## src/rtl/instr_fetch_if.sv

```systemverilog
// Instruction-memory read port: registered request/address from fetch,
// same-cycle accept (ack) with read data from memory.
interface instr_fetch_if;
  logic        imem_req;
  logic [31:0] imem_addr;
  logic        imem_ack;
  logic [31:0] imem_rdata;

  modport master (output imem_req, imem_addr, input imem_ack, imem_rdata);
  modport slave  (input imem_req, imem_addr, output imem_ack, imem_rdata);
endinterface

```

## src/rtl/instr_fetch.sv

```systemverilog
// MIPS fetch stage: PC, one-outstanding imem reads, prefetch FIFO, IF/ID register.
// Zero-wait memory gives one instruction per cycle; decode stall holds IF/ID while the FIFO fills.
module instr_fetch #(
  parameter logic [31:0] RESET_PC  = 32'h0000_0000,
  parameter int          BUF_DEPTH = 2
) (
  input  logic          clk,
  input  logic          rst,
  input  logic          stall,
  input  logic          jump_branch,
  input  logic          jump_target,
  input  logic          jump_reg,
  input  logic [31:0]   jr_pc,
  output logic [31:0]   pc_id,
  output logic [31:0]   instr_id,
  output logic          valid_id,
  instr_fetch_if.master imem
);
  localparam int          PW       = (BUF_DEPTH > 1) ? $clog2(BUF_DEPTH) : 1;
  localparam logic [PW:0] FULL_CNT = (PW+1)'(BUF_DEPTH);
  localparam logic [1:0]  ST_RUN   = 2'd0;
  localparam logic [1:0]  ST_DSLOT = 2'd1;
  localparam logic [1:0]  ST_DROP  = 2'd2;

  logic [1:0]    state_q, state_d;
  logic [31:0]   fetch_pc_q, fetch_pc_d;
  logic [31:0]   pend_tgt_q, pend_tgt_d;
  logic          req_q, req_d;
  logic [31:0]   addr_q, addr_d;
  logic [31:0]   pc_id_q, pc_id_d;
  logic [31:0]   instr_id_q, instr_id_d;
  logic          valid_id_q, valid_id_d;
  logic [PW-1:0] rd_ptr_q, rd_ptr_d;
  logic [PW-1:0] wr_ptr_q, wr_ptr_d;
  logic [PW:0]   count_q, count_d;
  logic [31:0]   buf_pc_q    [BUF_DEPTH];
  logic [31:0]   buf_instr_q [BUF_DEPTH];

  logic        xfer, fifo_empty, redirect, keep_data, pop, bypass, push;
  logic [31:0] ds, target;

  assign xfer       = req_q & imem.imem_ack;
  assign fifo_empty = (count_q == '0);
  assign redirect   = valid_id_q & ~stall & (jump_branch | jump_target | jump_reg);
  assign ds         = pc_id_q + 32'd4;
  assign target     = jump_reg    ? jr_pc :
                      jump_target ? {ds[31:28], instr_id_q[25:0], 2'b00} :
                                    ds + {{14{instr_id_q[15]}}, instr_id_q[15:0], 2'b00};

  // Returned word is discarded while draining a dropped request, or when a
  // redirect keeps only the FIFO head (the delay slot).
  assign keep_data  = xfer & (state_q != ST_DROP) & ~(redirect & ~fifo_empty);
  assign pop        = ~stall & ~fifo_empty;
  assign bypass     = ~stall & fifo_empty & keep_data;
  assign push       = keep_data & ~bypass;

  always_comb begin
    state_d    = state_q;
    fetch_pc_d = fetch_pc_q;
    pend_tgt_d = pend_tgt_q;
    rd_ptr_d   = rd_ptr_q;
    wr_ptr_d   = wr_ptr_q;
    count_d    = count_q + {{PW{1'b0}}, push} - {{PW{1'b0}}, pop};
    pc_id_d    = pc_id_q;
    instr_id_d = instr_id_q;
    valid_id_d = valid_id_q;
    req_d      = req_q;
    addr_d     = addr_q;

    if (pop)  rd_ptr_d = rd_ptr_q + PW'(1);
    if (push) wr_ptr_d = wr_ptr_q + PW'(1);
    if (redirect && !fifo_empty) begin
      rd_ptr_d = wr_ptr_q;
      count_d  = '0;
    end

    if (!stall) begin
      if (pop) begin
        pc_id_d    = buf_pc_q[rd_ptr_q];
        instr_id_d = buf_instr_q[rd_ptr_q];
        valid_id_d = 1'b1;
      end else if (bypass) begin
        pc_id_d    = addr_q;
        instr_id_d = imem.imem_rdata;
        valid_id_d = 1'b1;
      end else begin
        instr_id_d = '0;
        valid_id_d = 1'b0;
      end
    end

    case (state_q)
      ST_DSLOT: if (xfer) begin
        fetch_pc_d = pend_tgt_q;
        state_d    = ST_RUN;
      end
      ST_DROP:  if (xfer) state_d = ST_RUN;
      default:  if (xfer) fetch_pc_d = fetch_pc_q + 32'd4;
    endcase

    // The delay slot is either the FIFO head, the in-flight request, or must
    // still be fetched (DSLOT) before the target.
    if (redirect) begin
      if (!fifo_empty) begin
        fetch_pc_d = target;
        if (req_q && !imem.imem_ack) state_d = ST_DROP;
      end else if (req_q) begin
        if (xfer) begin
          fetch_pc_d = target;
        end else begin
          pend_tgt_d = target;
          state_d    = ST_DSLOT;
        end
      end else begin
        fetch_pc_d = ds;
        pend_tgt_d = target;
        state_d    = ST_DSLOT;
      end
    end

    if (req_q && !imem.imem_ack) begin
      req_d  = 1'b1;
      addr_d = addr_q;
    end else begin
      req_d  = (state_d != ST_DROP) && (count_d < FULL_CNT);
      addr_d = req_d ? fetch_pc_d : addr_q;
    end
  end

  always_ff @(posedge clk or posedge rst) begin
    if (rst) begin
      state_q    <= ST_RUN;
      fetch_pc_q <= RESET_PC;
      pend_tgt_q <= '0;
      req_q      <= 1'b0;
      addr_q     <= '0;
      pc_id_q    <= '0;
      instr_id_q <= '0;
      valid_id_q <= 1'b0;
      rd_ptr_q   <= '0;
      wr_ptr_q   <= '0;
      count_q    <= '0;
    end else begin
      state_q    <= state_d;
      fetch_pc_q <= fetch_pc_d;
      pend_tgt_q <= pend_tgt_d;
      req_q      <= req_d;
      addr_q     <= addr_d;
      pc_id_q    <= pc_id_d;
      instr_id_q <= instr_id_d;
      valid_id_q <= valid_id_d;
      rd_ptr_q   <= rd_ptr_d;
      wr_ptr_q   <= wr_ptr_d;
      count_q    <= count_d;
    end
  end

  always_ff @(posedge clk) begin
    if (push) begin
      buf_pc_q[wr_ptr_q]    <= addr_q;
      buf_instr_q[wr_ptr_q] <= imem.imem_rdata;
    end
  end

  assign imem.imem_req  = req_q;
  assign imem.imem_addr = addr_q;
  assign pc_id          = pc_id_q;
  assign instr_id       = instr_id_q;
  assign valid_id       = valid_id_q;
endmodule
```

## src/flat_wrapper.sv

```systemverilog
// flat-port wrapper written by rule: the top's interface ports become plain ports
module instr_fetch_flat 
#(
  parameter logic [31:0] RESET_PC  = 32'h0000_0000,
  parameter int          BUF_DEPTH = 2
)
  (clk, rst, stall, jump_branch, jump_target, jump_reg, jr_pc, pc_id, instr_id, valid_id, imem_imem_req, imem_imem_addr, imem_imem_ack, imem_imem_rdata);
  instr_fetch_if imem_i ();
  input  logic clk;
  input  logic rst;
  input  logic stall;
  input  logic jump_branch;
  input  logic jump_target;
  input  logic jump_reg;
  input  logic [31:0] jr_pc;
  output logic [31:0] pc_id;
  output logic [31:0] instr_id;
  output logic valid_id;
  output wire logic [$bits(imem_i.imem_req)-1:0] imem_imem_req;
  output wire logic [$bits(imem_i.imem_addr)-1:0] imem_imem_addr;
  input wire logic [$bits(imem_i.imem_ack)-1:0] imem_imem_ack;
  input wire logic [$bits(imem_i.imem_rdata)-1:0] imem_imem_rdata;
  assign imem_imem_req = imem_i.imem_req;
  assign imem_imem_addr = imem_i.imem_addr;
  assign imem_i.imem_ack = imem_imem_ack;
  assign imem_i.imem_rdata = imem_imem_rdata;
  instr_fetch #(.RESET_PC(RESET_PC), .BUF_DEPTH(BUF_DEPTH)) u_core (.clk(clk), .rst(rst), .stall(stall), .jump_branch(jump_branch), .jump_target(jump_target), .jump_reg(jump_reg), .jr_pc(jr_pc), .pc_id(pc_id), .instr_id(instr_id), .valid_id(valid_id), .imem(imem_i));
endmodule
```

## config.mk

```make
export PLATFORM = sky130hd
export DESIGN_NAME = instr_fetch_flat
export DESIGN_NICKNAME = d
export VERILOG_FILES = /design/src/rtl/instr_fetch_if.sv /design/src/rtl/instr_fetch.sv /design/src/flat_wrapper.sv
export SDC_FILE = /design/constraint.sdc
export NUM_CORES = 1
export LEC_CHECK = 0
export ABC_AREA = 1
export BUFFER_PORTS_ARGS = -buffer_cell sky130_fd_sc_hd__buf_2
export CELL_PAD_IN_SITES_DETAIL_PLACEMENT = 0
export CELL_PAD_IN_SITES_GLOBAL_PLACEMENT = 1
export CORE_UTILIZATION = 40
export DETAILED_ROUTE_END_ITERATION = 8
export GPL_ROUTABILITY_DRIVEN = 0
export PLACE_DENSITY = 0.81
export SLEW_MARGIN = 25
export SYNTH_ARGS = -nofsm -noshare
export SYNTH_HDL_FRONTEND = slang
export SYNTH_SLANG_ARGS = --single-unit
```

## constraint.sdc

```tcl
create_clock -name clk -period 6.8 [get_ports clk]
set_input_delay 1.02 -clock clk [delete_from_list [all_inputs] [get_ports clk]]
set_output_delay 1.02 -clock clk [all_outputs]
set_load 0.05 [all_outputs]
```

== After elaboration in Yosys (flattened, before gate mapping) ==
Memories as Yosys holds them, arrays and structs flattened.
Index checks and enable logic that the tools add are counted.
Word-level totals
  bits in registers: 168
  bits in writable memories: 128
  input bits: 71
  output and inout port bits: 98
  word-level logic and storage cells: 85
  memories: 2
Memory list
  u_core.buf_instr_q: words 2, width 32, rd ports 1, clocked after memory_dff 0, wr ports 1, line instr_fetch.sv:37  | logic [31:0] buf_instr_q [BUF_DEPTH];
  u_core.buf_pc_q: words 2, width 32, rd ports 1, clocked after memory_dff 0, wr ports 1, line instr_fetch.sv:36  | logic [31:0] buf_pc_q [BUF_DEPTH];
Operators by class
  add/subtract/negate cells: 7
  magnitude comparators: 1
  equal/unequal tests: 5
  multiplexer cells: 30
  bitwise gates (word level): 17
  reduce and logical (&&, ||, !) cells: 12
Operators by type and width (number)
  32-bit two-way mux: 14
  32-bit by 3-bit adder with 32-bit output, second input constant: 2
  32-bit case mux with 2 select lines: 1
  32-bit adder: 1
  2-bit two-way mux: 8
  1-bit bitwise AND: 10
  1-bit two-way mux: 7
  2-bit != test, second input constant: 3
  1-bit inverter: 5
  2-bit AND reduction: 2
  2-bit nonzero test: 2
  1-bit logical AND: 3
  3-bit AND reduction: 1
  1-bit adder, second input constant: 2
  2-bit by 1-bit adder with 2-bit output: 1
  2-bit by 1-bit == test with 1-bit output, second input constant: 1
  2-bit == test, second input constant: 1
  1-bit logical NOT: 2
  2-bit logical NOT: 1
  2-bit < comparator, second input constant: 1
  1-bit bitwise OR: 2
  2-bit OR reduction: 1
  2-bit by 1-bit subtractor with 2-bit output: 1

== Depth between registers and ports, before layout ==
  word-level depth: 15
  depth in mapped cells: 27
  gate-level depth less buffers: 27

== Least setup slack after synthesis ==
OpenSTA, ideal clock, no wires.
  path kind: input -> register
  start point: in jump_reg
  end point: mem u_core.buf_instr_q[0][0] (enable)
  library setup time: 0.486 ns
  data arrival time: 4.936 ns
  required time: 6.314 ns
  slack: 1.378 ns
  cell stages on the path: 12
  buffers on the path: 2
  cells stage by stage: buf_4 nor2_4 inv_2 or2_4 nand3_4 buf_4 nor2_1 inv_1 nand2_1 nor2_1 inv_1 nor2_1
Between the ends
  cells in the longest elaborated chain, start to end: 10
Ends and longest elaborated chain
  start: declaration: line flat_wrapper.sv:14  | input logic jump_reg;
  1-bit bitwise OR (*): line instr_fetch.sv:44  | assign redirect = valid_id_q & ~stall & (jump_branch | jump_target | jump_reg);
  1-bit bitwise AND (*): line instr_fetch.sv:44
  1-bit bitwise AND (*): line instr_fetch.sv:52  | assign keep_data = xfer & (state_q != ST_DROP) & ~(redirect & ~fifo_empty);
  1-bit inverter (*): line instr_fetch.sv:52
  1-bit bitwise AND (*): line instr_fetch.sv:52
  1-bit bitwise AND: line instr_fetch.sv:54  | assign bypass = ~stall & fifo_empty & keep_data;
  1-bit inverter: line instr_fetch.sv:55  | assign push = keep_data & ~bypass;
  1-bit bitwise AND (*): line instr_fetch.sv:55
  via u_core.push: line instr_fetch.sv:39  | logic xfer, fifo_empty, redirect, keep_data, pop, bypass, push;
  1-bit two-way mux (*): line instr_fetch.sv:159  | if (push) begin
  1-bit two-way mux (not written as such) (*): line instr_fetch.sv:161  | buf_instr_q[wr_ptr_q] <= imem.imem_rdata;
  end: declaration: line instr_fetch.sv:37
The timed path passes the listed nets; every way through them passes the cells marked *.

== Worst setup path in the final report ==
  start point: in stall
  end point: reg u_core.addr_q[29] (netlist: u_core.imem.imem_addr[29])
Between the ends
  cells in the longest elaborated chain, start to end: 15
  elaborated cells between the ends (all ways): 21
Ends and longest elaborated chain
  start: declaration: line flat_wrapper.sv:11  | input logic stall;
  1-bit inverter (no source line) (*)
  1-bit bitwise AND (2 in series): line instr_fetch.sv:44
  1-bit bitwise AND: line instr_fetch.sv:52
  1-bit inverter: line instr_fetch.sv:52
  1-bit bitwise AND: line instr_fetch.sv:52
  1-bit bitwise AND: line instr_fetch.sv:54
  1-bit inverter: line instr_fetch.sv:55
  1-bit bitwise AND (*): line instr_fetch.sv:55
  via u_core.push: line instr_fetch.sv:39
  2-bit by 1-bit adder with 2-bit output (*): line instr_fetch.sv:63  | count_d = count_q + {{PW{1'b0}}, push} - {{PW{1'b0}}, pop};
  2-bit by 1-bit subtractor with 2-bit output (*): line instr_fetch.sv:63
  2-bit two-way mux (*): line instr_fetch.sv:72  | if (redirect && !fifo_empty) begin
  2-bit < comparator (*): line instr_fetch.sv:125  | req_d = (state_d != ST_DROP) && (count_d < FULL_CNT);
  1-bit logical AND (*): line instr_fetch.sv:125
  2-bit AND reduction (no source line) (*)
  end signal: assignment: line instr_fetch.sv:148  | addr_q <= addr_d;
  end: declaration: line instr_fetch.sv:29  | logic [31:0] addr_q, addr_d;
Marked as above.
A chain may end at the register's enable or synchronous reset.

==> results.json <==
{
  "status": "finished, final reports clean",
  "worstHoldStart": "u_core.pend_tgt_q[13]",
  "yosysUniqueCellTypes": 55,
  "h-tree-depth": 2,
  "layout-drive-gt1-share_pct": 12.41,
  "rr_startpoint": "u_core.pc_id[2]",
  "ant_nets": 0,
  "p_int_w": 0.005239,
  "skew_ns": 0.02400,
  "coreArea_sq_mm": 0.04204,
  "cp_common_cell": "nand2_1",
  "yosysWarnings": 0,
  "numCtsBuffers": 34,
  "antenna_found_initial": 3,
  "wl_per_cell_microns": 20.04,
  "clk_root_buffer_cell": "clkbuf_16",
  "worstMarginPinSlew_ns": 1.026,
  "die_w_microns": 208.7,
  "route.detailed.drc": 0,
  "regToRegEndpoint": "u_core.imem.imem_addr[27]",
  "cp_max_fo": 33,
  "synthFlopType": "dfrtp_1",
  "reg2regPathDepth": 22,
  "synthXorXnorAreaFrac_pct": 2.153,
  "path_class": "input port to register",
  "synthSimpleGateAreaFrac_pct": 25.11,
  "synth_commonest_cells": "606 x nand2_1, 208 x inv_1, 192 x nor2_1",
  "cp-end-kind": "register",
  "stdcell_count": 2829,
  "vias": 15540,
  "cts_tree": "yes",
  "placementRows": 75,
  "area_growth_pct": 14.35,
  "vdd_ir_drop_max_v": 0.0003177,
  "switchingPower_w": 0.005355,
  "fin_crit_sh_pct": 69.55,
  "path_cells": "buf_2, clkinv_1, nand3_4, nor2_1, inv_1, nand2_1, nor2_1, ha_1, xor2_1, o22ai_2, nor2_4, inv_4, nand2_1, nand2_1",
  "crit_path_start_kind": "input port",
  "post_cts_buffers": 0,
  "io_buffer_count": 168,
  "path_delay_family": "simple AND/OR/NAND/NOR gates",
  "syn_area_sq_mm": 0.01709,
  "postSynthAreaPerCell_sq_um": 8.037,
  "critical_path_required_ns": 7.21,
  "yosysTopAreaCellShare_pct": 24.60,
  "post-dp-hpwl_microns": 42310,
  "rrSetupSlack_ns": 2.54,
  "insertion_delay_ns": 0.54,
  "fin_util_pct": 46.47,
  "muxShareOfSynthArea_pct": 1.875,
  "start_util_pct": 40.64,
  "min_delay_path_depth": 2,
  "grt_pass1_vias": 14590,
  "asyncSetResetFlopFracSynth_pct": 56.76,
  "synth.most_common_cell": "nand2_1",
  "synthCells": 2126,
  "max_stage_delay_ns": 0.72,
  "synthTopCellsByArea": "dfrtp_1 25%, edfxtp_1 22%, nand2_1 13%, o21ai_0 5.2%, inv_1 4.6%",
  "cp.arrival_ns": 5.14,
  "grt_remaining_overflow": 0,
  "synth_top_area_cell": "dfrtp_1",
  "drv_cap": 0,
  "cts_sinks": 296,
  "dpl.cell_count": 2767,
  "grt_pass1_wl_microns": 85910,
  "syn_nets": 2240,
  "track_usage_pct": 25.82,
  "cts_buffer_depth": 3,
  "drtPass1Iterations": 5,
  "slowest_stage": "clkinv_1",
  "synth_top_family_by_area": "simple AND/OR/NAND/NOR gates",
  "clkTransAtPathRegs_ns": 0.06,
  "hold_path.class": "register to register",
  "routed_wl_microns": 56690,
  "hold_buffers": 0,
  "setup_tns_ns": 0,
  "ys_seq_elements": 296,
  "timing.slew.headroom_pct": 31.54,
  "drv_slew": 0,
  "post_cts_resized": 0,
  "p_clk_share_pct": 17.8,
  "setup_viol": 0,
  "crit_buf_inv": 4,
  "drt_iter0_markers": 1373,
  "synth_fa_ha_area_share_pct": 3.193,
  "nets": 2378,
  "hold_viol_final": 0,
  "p_comb_share_pct": 52.0,
  "ys_seq_area_share_pct": 47.10,
  "seq_power_share_pct": 30.1,
  "leakagePower_nw": 9.088,
  "min_to": "u_core.pend_tgt_q[13]",
  "clock.fmax_mhz": 211.4,
  "avgViaCountPerCell": 5.493,
  "synth-compound-area-share_pct": 13.63,
  "power.density_mw_per_mm2": 542.2,
  "min_period_ns": 4.730,
  "die_h_microns": 208.7,
  "rsz0062_at_grt": "no",
  "switching_share_pct": 50.55,
  "grt_max_degree": 69,
  "pin_count": 169,
  "die_area_sq_mm": 0.04355,
  "synth_edf_count": 128
}
==> power by group through the flow <==
stage | Combinational, W | Clock [W] | Sequential, W
2_1_floorplan | 0.00317 | 0 | 0.00389
3_3_place_gp | 0.00540 | 0 | 0.00320
3_5_place_dp | 0.00546 | 0 | 0.00322
4_1_cts | 0.00549 | 0.00191 | 0.00319
5_1_grt | 0.00604 | 0.00198 | 0.00326
6_report | 0.00551 | 0.00189 | 0.00319
==> cells by family (layout without fill, tap and decap cells) <==
kind of cell             count (synthesis)  count (layout)
AO/OA/AOI/OAI                          400             400
XOR/XNOR                                42              42
other                                    0               1
AND/OR/NAND/NOR                       1015            1015
adder cells (fa/ha/maj)                 43              43
multiplexers                            32              32
buffers and inverters                  298             461
flip-flops                             296             296
==> registers in the layout, indices dropped and copies added (netlist names) <==
register               flops
u_core.pc_id              32
u_core.imem.imem_addr     32
u_core.count_q             2
u_core.rd_ptr_q            1
u_core.instr_id           32
u_core.state_q             2
u_core.buf_instr_q        64
u_core.imem.imem_req       1
u_core.buf_pc_q           64
u_core.valid_id            1
u_core.wr_ptr_q            1
u_core.fetch_pc_q         32
u_core.pend_tgt_q         32
==> per-layer routing <==
layer  track usage [%]  share of wire (%)
met1             34.03                 42
met4             11.97                4.9
met2             41.02                 46
met3             4.974                7.2
met5                 0              0.042
==> cells in the final DEF (no fill, tap or decap), drive strengths merged, types with 14 or more instances in the layout <==
cell type,count
clkbuf,45
edfxtp,128
o21ai,184
o221ai,20
ha,42
mux2i,32
inv,216
nor2,206
xor2,32
nand4,17
o22ai,14
buf,184
a21oi,84
nand2,612
nand3,121
o211ai,43
nor3,35
a31oi,23
dfrtp,168
==> how the worst max path moves through the flow <==
stage,from,endpoint,slack (ns),cells after the start
finish,stall,u_core.imem.imem_addr[29],2.07,14
global route,stall,u_core.imem.imem_addr[21],1.69,14
CTS,stall,u_core.imem.imem_addr[29],2.07,14
global placement,stall,u_core.imem.imem_addr[30],1.73,14
floorplan,rst,u_core.count_q[0],1.23,1
detailed placement,stall,u_core.imem.imem_addr[6],1.52,14
==> final cells by class <==
cell class	count	area [sq um]
multi-input combinational	1532	7875
fill	4178	22500
clock inverter	16	206.4
timing repair buffer	184	985.9
tap	539	674.4
sequential	296	8051
inverter	216	818.3
antenna	1	2.502
clock buffer	45	923.4
==> tightest hold or removal path, cell delays in order (launching register included) <==
cell and delay, ns:
dfrtp_1 0.34, nand2_1 0.06, nand2_1 0.06
==> per-stage QoR <==
step | worst slack, ns | power, W | hold slack (ns) | area [sq um]
2_1_floorplan | 1.233 | 0.007052 | 0.4426 | 17090
3_3_place_gp | 1.733 | 0.008609 | 0.4638 | 18390
6_report | 2.071 | 0.01059 | 0.4844 | 19540
4_1_cts | 2.075 | 0.01059 | 0.4835 | 19540
5_1_grt | 1.688 | 0.01129 | 0.5076 | 19540
3_5_place_dp | 1.519 | 0.008682 | 0.4675 | 18410
(Power assumes the default switching activity.)
